File: src/rtl/wave_scale_pkg.sv
// Shared types and constants for the waveform vertical-scale sequencer.
// Clipping of out-of-range samples is enabled by the WAVE_SCALE_CLIP_EN macro.
package wave_scale_pkg;

  typedef enum logic [1:0] {
    ST_IDLE,
    ST_RUN,
    ST_FLUSH,
    ST_DONE
  } state_e;

  localparam logic [2:0] SCALE_MIN = 3'd0;
  localparam logic [2:0] SCALE_MAX = 3'd7;

  localparam logic [7:0] RAIL_LO  = 8'd0;
  localparam logic [7:0] RAIL_HI  = 8'd255;
  localparam logic [7:0] MIDPOINT = 8'd127;

  // Samples above the offset-binary midpoint saturate high, others low.
  function automatic logic [7:0] clip_rail(input logic [7:0] raw);
    return (raw > MIDPOINT) ? RAIL_HI : RAIL_LO;
  endfunction

endpackage

File: src/rtl/wave_scale_ctrl_zoom_reg.sv
// Saturating zoom register: holds the scale to be applied at the next pass.
module zoom_reg
  import wave_scale_pkg::*;
#(
  parameter logic [2:0] SCALE_RESET = 3'd4
) (
  input  logic       clk,
  input  logic       reset,
  input  logic       zoom_in,
  input  logic       zoom_out,
  output logic [2:0] pending_scale
);

  logic [2:0] pending_q;
  logic [2:0] pending_d;

  // NOTE: next-state gets its default first, so no path leaves it unassigned (no latch).
  always_comb begin
    pending_d = pending_q;
    if (zoom_in && !zoom_out && (pending_q != SCALE_MIN)) begin
      pending_d = pending_q - 3'd1;
    end else if (zoom_out && !zoom_in && (pending_q != SCALE_MAX)) begin
      pending_d = pending_q + 3'd1;
    end
  end

  // NOTE: state registers use non-blocking assignments so every flop samples pre-edge values.
  always_ff @(posedge clk) begin
    if (reset) begin
      pending_q <= SCALE_RESET;
    end else begin
      pending_q <= pending_d;
    end
  end

  assign pending_scale = pending_q;

endmodule

File: src/rtl/wave_scale_ctrl.sv
// Per-frame sequencer: streams sample RAM through the external scaler into the line buffer.
// Define WAVE_SCALE_CLIP_EN to clip out-of-range samples to a rail instead of wrapping.
module wave_scale_ctrl
  import wave_scale_pkg::*;
#(
  parameter int         NUM_SAMPLES = 256,
  parameter int         ADDR_W      = 8,
  parameter logic [2:0] SCALE_RESET = 3'd4
) (
  input  logic              clk,
  input  logic              reset,
  input  logic              frame_start,
  input  logic              zoom_in,
  input  logic              zoom_out,
  output logic [ADDR_W-1:0] rd_addr,
  input  logic [7:0]        rd_data,
  output logic [2:0]        scale,
  output logic [7:0]        sample,
  input  logic [7:0]        scaled,
  input  logic              in_range,
  output logic              wr_en,
  output logic [ADDR_W-1:0] wr_addr,
  output logic [7:0]        wr_data,
  output logic              busy,
  output logic              done,
  output logic [ADDR_W:0]   clip_count,
  output logic              overrun
);

  localparam logic [ADDR_W-1:0] LAST_ADDR = ADDR_W'(NUM_SAMPLES - 1);
  localparam logic [ADDR_W-1:0] ADDR_ONE  = ADDR_W'(1);
  localparam logic [ADDR_W:0]   CLIP_MAX  = (ADDR_W + 1)'(NUM_SAMPLES);
  localparam logic [ADDR_W:0]   CLIP_ONE  = (ADDR_W + 1)'(1);

  state_e            state_q, state_d;
  logic [ADDR_W-1:0] addr_q, addr_d;
  logic [2:0]        scale_q, scale_d;
  logic              flush_q, flush_d;
  logic              v1_q, v1_d;
  logic [ADDR_W-1:0] a1_q, a1_d;
  logic              wr_en_q, wr_en_d;
  logic [ADDR_W-1:0] wr_addr_q, wr_addr_d;
  logic [7:0]        wr_data_q, wr_data_d;
  logic [ADDR_W:0]   clip_work_q, clip_work_d;
  logic [ADDR_W:0]   clip_count_q, clip_count_d;
  logic              overrun_q, overrun_d;
  logic [2:0]        pending_scale;
  logic [7:0]        wr_data_next;

  zoom_reg #(
    .SCALE_RESET(SCALE_RESET)
  ) u_zoom_reg (
    .clk          (clk),
    .reset        (reset),
    .zoom_in      (zoom_in),
    .zoom_out     (zoom_out),
    .pending_scale(pending_scale)
  );

`ifdef WAVE_SCALE_CLIP_EN
  assign wr_data_next = in_range ? scaled : clip_rail(rd_data);
`else
  assign wr_data_next = scaled;
`endif

  always_comb begin
    state_d      = state_q;
    addr_d       = addr_q;
    scale_d      = scale_q;
    flush_d      = flush_q;
    clip_work_d  = clip_work_q;
    clip_count_d = clip_count_q;
    overrun_d    = overrun_q;

    // Stage 1 is the cycle the RAM data and scaler result are valid for an issued address.
    v1_d      = (state_q == ST_RUN);
    a1_d      = addr_q;
    wr_en_d   = v1_q;
    wr_addr_d = v1_q ? a1_q : wr_addr_q;
    wr_data_d = v1_q ? wr_data_next : wr_data_q;

    if (v1_q && !in_range && (clip_work_q != CLIP_MAX)) begin
      clip_work_d = clip_work_q + CLIP_ONE;
    end

    if ((state_q != ST_IDLE) && frame_start) begin
      overrun_d = 1'b1;
    end

    case (state_q)
      ST_IDLE: begin
        if (frame_start) begin
          state_d     = ST_RUN;
          scale_d     = pending_scale;
          addr_d      = '0;
          clip_work_d = '0;
          overrun_d   = 1'b0;
        end
      end
      ST_RUN: begin
        if (addr_q == LAST_ADDR) begin
          state_d = ST_FLUSH;
          flush_d = 1'b0;
        end else begin
          addr_d = addr_q + ADDR_ONE;
        end
      end
      ST_FLUSH: begin
        flush_d = 1'b1;
        if (flush_q) begin
          state_d = ST_DONE;
        end
      end
      ST_DONE: begin
        state_d      = ST_IDLE;
        clip_count_d = clip_work_q;
      end
      default: state_d = ST_IDLE;
    endcase
  end

  always_ff @(posedge clk) begin
    if (reset) begin
      state_q      <= ST_IDLE;
      addr_q       <= '0;
      scale_q      <= SCALE_RESET;
      flush_q      <= 1'b0;
      v1_q         <= 1'b0;
      a1_q         <= '0;
      wr_en_q      <= 1'b0;
      wr_addr_q    <= '0;
      wr_data_q    <= '0;
      clip_work_q  <= '0;
      clip_count_q <= '0;
      overrun_q    <= 1'b0;
    end else begin
      state_q      <= state_d;
      addr_q       <= addr_d;
      scale_q      <= scale_d;
      flush_q      <= flush_d;
      v1_q         <= v1_d;
      a1_q         <= a1_d;
      wr_en_q      <= wr_en_d;
      wr_addr_q    <= wr_addr_d;
      wr_data_q    <= wr_data_d;
      clip_work_q  <= clip_work_d;
      clip_count_q <= clip_count_d;
      overrun_q    <= overrun_d;
    end
  end

  assign rd_addr    = addr_q;
  assign scale      = scale_q;
  assign sample     = rd_data;
  assign wr_en      = wr_en_q;
  assign wr_addr    = wr_addr_q;
  assign wr_data    = wr_data_q;
  assign busy       = (state_q != ST_IDLE);
  assign done       = (state_q == ST_DONE);
  assign clip_count = clip_count_q;
  assign overrun    = overrun_q;

endmodule

File: config.mk
export PLATFORM = sky130hd
export DESIGN_NAME = wave_scale_ctrl
export DESIGN_NICKNAME = d
export VERILOG_FILES = /design/src/rtl/wave_scale_pkg.sv /design/src/rtl/wave_scale_ctrl_zoom_reg.sv /design/src/rtl/wave_scale_ctrl.sv
export SDC_FILE = /design/constraint.sdc
export NUM_CORES = 1
export LEC_CHECK = 0
export ABC_AREA = 1
export CORE_MARGIN = 3
export CORE_UTILIZATION = 48
export DETAILED_ROUTE_END_ITERATION = 6
export PLACE_DENSITY = 0.82
export REMOVE_ABC_BUFFERS = 1
export SYNTH_ARGS = -nofsm -noshare
export SYNTH_HDL_FRONTEND = slang
export SYNTH_SLANG_ARGS = --single-unit
File: constraint.sdc
create_clock -name clk -period 1.9 [get_ports clk]
set_input_delay 0.38 -clock clk [delete_from_list [all_inputs] [get_ports clk]]
set_output_delay 0.38 -clock clk [all_outputs]
set_load 0.01 [all_outputs]
==> impl_summary.log, run 1 <==
[metrics] maximum number of pins on one net before global-route repair: 22
[metrics] number of inserted filler cells in the final layout: 451
[metrics] max_slew headroom: 0.6685
[metrics] overall via count from detail_route: about 2,400
[metrics] kind of end point of the critical path: primary output
[metrics] number of antenna cells inserted: 0
[metrics] DIE AREA: ~6500 um2
[metrics] placeable core area: 5238 um2
[metrics] async set-or-reset flop fraction in the synthesized netlist: 0
[metrics] all-layer global routing usage: 0.1885
[metrics] clock transition at the registers of the reported paths: ~60 ps
[metrics] average footprint of a synthesized cell: about 7.6 um2
[metrics] final hold vios: 0
[metrics] CTS sink cnt: 62
[metrics] hold buffer count at CTS: 0
[metrics] biggest cell delay along the critical path: around 540 ps
[metrics] antenna violations before repair: 0
[metrics] share of total power in the clock network: 0.268
[metrics] TritonCTS buffer count: 9
[metrics] power spent charging and discharging nets: 1192 uW
[metrics] Peak supply drop: 0.9357 mV
[metrics] final hold slack: 455.2 ps
[metrics] shortest clock period the worst path allows after layout: 1816 ps
[metrics] count of synthesis-stage warnings from yosys: 0
[metrics] measured slew at the worst slew-check pin: around 500 ps
[metrics] share of power burned in registers: 0.440
[metrics] number of global-route vias before repair: 2,224
[metrics] DPL Wire Length: 4061 um
[metrics] required time at the worst-slack endpoint: 1520 ps
[metrics] worst r2r path cells: 7
[metrics] data arrival time at the worst-slack endpoint: approximately 1400 ps
[metrics] count of max-cap constraint violations: 0
[metrics] Horiz. Die Dim: 80.36 um
[metrics] die outline height: 80.36 um
[metrics] clock insertion delay at the later pin of the skew report: 340 ps
[metrics] number of storage elements in the synthesis netlist: between 60 and 70
[metrics] Setup crit start kind: flip-flop
[metrics] maximum fanout along the worst path: 3
[metrics] fraction of final layout cells with drive strength greater than 1: 0.08780
[metrics] ports placed on the boundary: 70
[metrics] number of different library cells in the post-synthesis netlist: 29
[metrics] summed negative setup slack over all endpoints: 0 ps
[metrics] Static Leak: 0.001481 uW
[metrics] register area: 1241 um2
[metrics] drt via density: 4.940
[metrics] Final Wtd Congestion: about 0.86
[metrics] drt wl/cell: 11.80 um
[metrics] critical path's slowest cell: sky130_fd_sc_hd__clkdlybuf4s50_1
[metrics] Detailed Route WL: 5662 um
[metrics] post-route total power: 3714 uW
[metrics] Post-Syn Instances: 351
[metrics] post-CTS setup-driven buffer insertion count: 0
[metrics] initial drt markers: around 150
[metrics] multi-input gate area in the final layout: 1161 um2
[metrics] total standard cell area after synthesis: 2654 um2
[metrics] Starting Density: 0.5067
[metrics] placed cell count: roughly 470
[metrics] Synth top area share: 0.4677
[metrics] Gate power share: 0.292
[metrics] relative area change from synthesis to final layout: 28.52%
[metrics] Antenna Nets Post-Route: 0
[metrics] result of the run: finished clean
[metrics] Most used DFF post-synth: sky130_fd_sc_hd__dfxtp_1
[metrics] number of buffers added on ports: 53
[metrics] fin nets: 436
[metrics] Resized Gates After CTS: 1
[metrics] CTS tree: yes
[metrics] cell taking the most area after synthesis: sky130_fd_sc_hd__dfxtp_1
[metrics] count of unresolved DRC violations after routing: 0
[metrics] root buf cell: sky130_fd_sc_hd__clkbuf_8
[metrics] Slew Limit Fails: 0
[metrics] worst hold-check path type: flip-flop to flip-flop
[metrics] global route total overflow: 0
[metrics] critical path cell sequence: ha_1 > clkdlybuf4s50_1
[metrics] most frequent cells after synthesis: sky130_fd_sc_hd__nor2_1 (66), sky130_fd_sc_hd__dfxtp_1 (62), sky130_fd_sc_hd__nand2_1 (55)
[metrics] maximum buffer depth of the clock tree: 2
[metrics] Critical Setup Path Class: flip-flop to primary output
[metrics] drt first pass iters: 4
[metrics] number of standard-cell rows in the floorplan: 26
[metrics] fraction of power spent switching nets: 0.3209
[metrics] power density relative to cell area: 1089 nW/um2
[metrics] final worst-path cycle share: 0.9558
[metrics] final std cells w/o fill: 480
[metrics] most frequently used cell type in the post-synthesis netlist: sky130_fd_sc_hd__nor2_1
[metrics] utilization of the core after routing: 0.6512
[metrics] internal power summed over all cells: approximately 2500 uW
[metrics] first-pass GRT wire length: about 9400 um
[metrics] setup repair after global routing missed its margin: no
[metrics] maximum level of the CTS H-tree: 3
[metrics] Worst Clk Skew: 6.246 ps
[metrics] number of endpoints failing setup at the final stage: 0
[metrics] biggest area contributors in the synthesized netlist: sky130_fd_sc_hd__dfxtp_1 (47%), sky130_fd_sc_hd__nor2_1 (9.3%), sky130_fd_sc_hd__nand2_1 (7.8%)
[metrics] worst hold path stage count: 2
[metrics] sequential element share of the synthesized area: 0.4677
[metrics] number of enable flip-flop cells after synthesis: 0
[metrics] Fmax: 0.5507 GHz
-- state kept, by name, summed over array words and instances (netlist names), 2 cells and up, named ones only --
register / count
wr_addr: 8
scale: 3
u_zoom_reg.pending_scale: 3
rd_addr: 8
state_q: 2
clip_count: 9
a1_q: 8
wr_data: 8
clip_work_q: 9
-- worst paths after layout --
check / startpoint / endpoint / slack (ps)
worst min-delay path: a1_q[1]$_SDFF_PP0_ / wr_addr[1]$_SDFFE_PP0P_ / 460
worst min register to register: a1_q[1]$_SDFF_PP0_ / wr_addr[1]$_SDFFE_PP0P_ / 460
worst max register to register: state_q[0]$_SDFFE_PP0P_ / clip_work_q[4]$_SDFF_PP0_ / 230
worst max-delay path: state_q[1]$_SDFFE_PP0P_ / done / 80
-- cells in the final DEF (no fill, tap or decap), drive strengths merged --
master | netlist | layout
clkdlybuf4s15 | 0 | 1
or2 | 1 | 1
dfxtp | 62 | 62
inv | 43 | 43
nand3 | 13 | 13
clkdlybuf4s50 | 0 | 52
nor3 | 2 | 2
nor2 | 70 | 70
buf | 9 | 6
clkbuf | 6 | 14
nand3b | 1 | 1
xor2 | 3 | 3
nand2 | 59 | 59
clkinv | 1 | 2
nand4 | 6 | 6
nor3b | 1 | 1
fa | 1 | 1
o21ai | 43 | 43
ha | 7 | 7
a21oi | 21 | 21
o211ai | 2 | 2
-- layer usage --
metal | part of all wire | up-vias | track usage
met5 | 0 | - | 0
met4 | 0.013 | 0 | 0.09966
met3 | 0.080 | 10 | 0.06390
met2 | 0.45 | 82 | 0.3005
met1 | 0.45 | 1064 | 0.2228
li1 | - | 1215 | -
-- worst max-delay path, delay by kind of cell (launching register included) --
| family | cells | cell delay, ps |
|---|---|---|
| adders and majority gates | 1 | 200 |
| buffers and inverters | 1 | 540 |
| DFF | 1 | 360 |
-- power by group through the flow --
stage	Clock (uW)	Combinational, uW	Sequential (uW)
after floorplan	0	531	1700
final	996	1080	1630
after CTS	1030	1090	1630
after detailed placement	0	1090	1660
after global placement	0	1060	1650
after global routing	1080	1210	1660
-- through the flow --
| step | area, um2 | setup WS, ps |
|---|---|---|
| final | 3411 | 84.02 |
| after global routing | 3411 | 16.91 |
| after CTS | 3410 | 56.65 |
| after detailed placement | 3243 | -53.84 |
| after global placement | 3243 | -19.92 |
| after floorplan | 2567 | 465.3 |
-- layout make-up --
cell class / instances / share of cell area
Clock buffer: 14 / 0.04769
Clock inverter: 1 / 0.001467
Inverter: 44 / 0.04842
Timing Repair Buffer: 59 / 0.1724
Multi-Input combinational cell: 230 / 0.3404
Tap cell: 70 / 0.02568
Sequential cell: 62 / 0.3639
-- cell families after synthesis --
logic type,count (synthesis),share of synthesized area
AND/OR/NAND/NOR,153,0.2579
AO/OA/AOI/OAI,66,0.1292
flip-flops,62,0.4677
buffers and inverters,59,0.09476
adder cells (fa/ha/maj),8,0.04055
XOR/XNOR,3,0.009903
(Power assumes the default switching activity.)
==> run 2, diff against run 1 <==
--- a/config.mk
+++ b/config.mk
@@ -9,6 +9,7 @@
 export CORE_MARGIN = 3
 export CORE_UTILIZATION = 48
 export DETAILED_ROUTE_END_ITERATION = 6
+export GPL_ROUTABILITY_DRIVEN = 0
 export PLACE_DENSITY = 0.82
 export REMOVE_ABC_BUFFERS = 1
 export SYNTH_ARGS = -nofsm -noshare
==> results of run 2 <==
No change in the layout: final DEF, timing and power equal those of run 1.
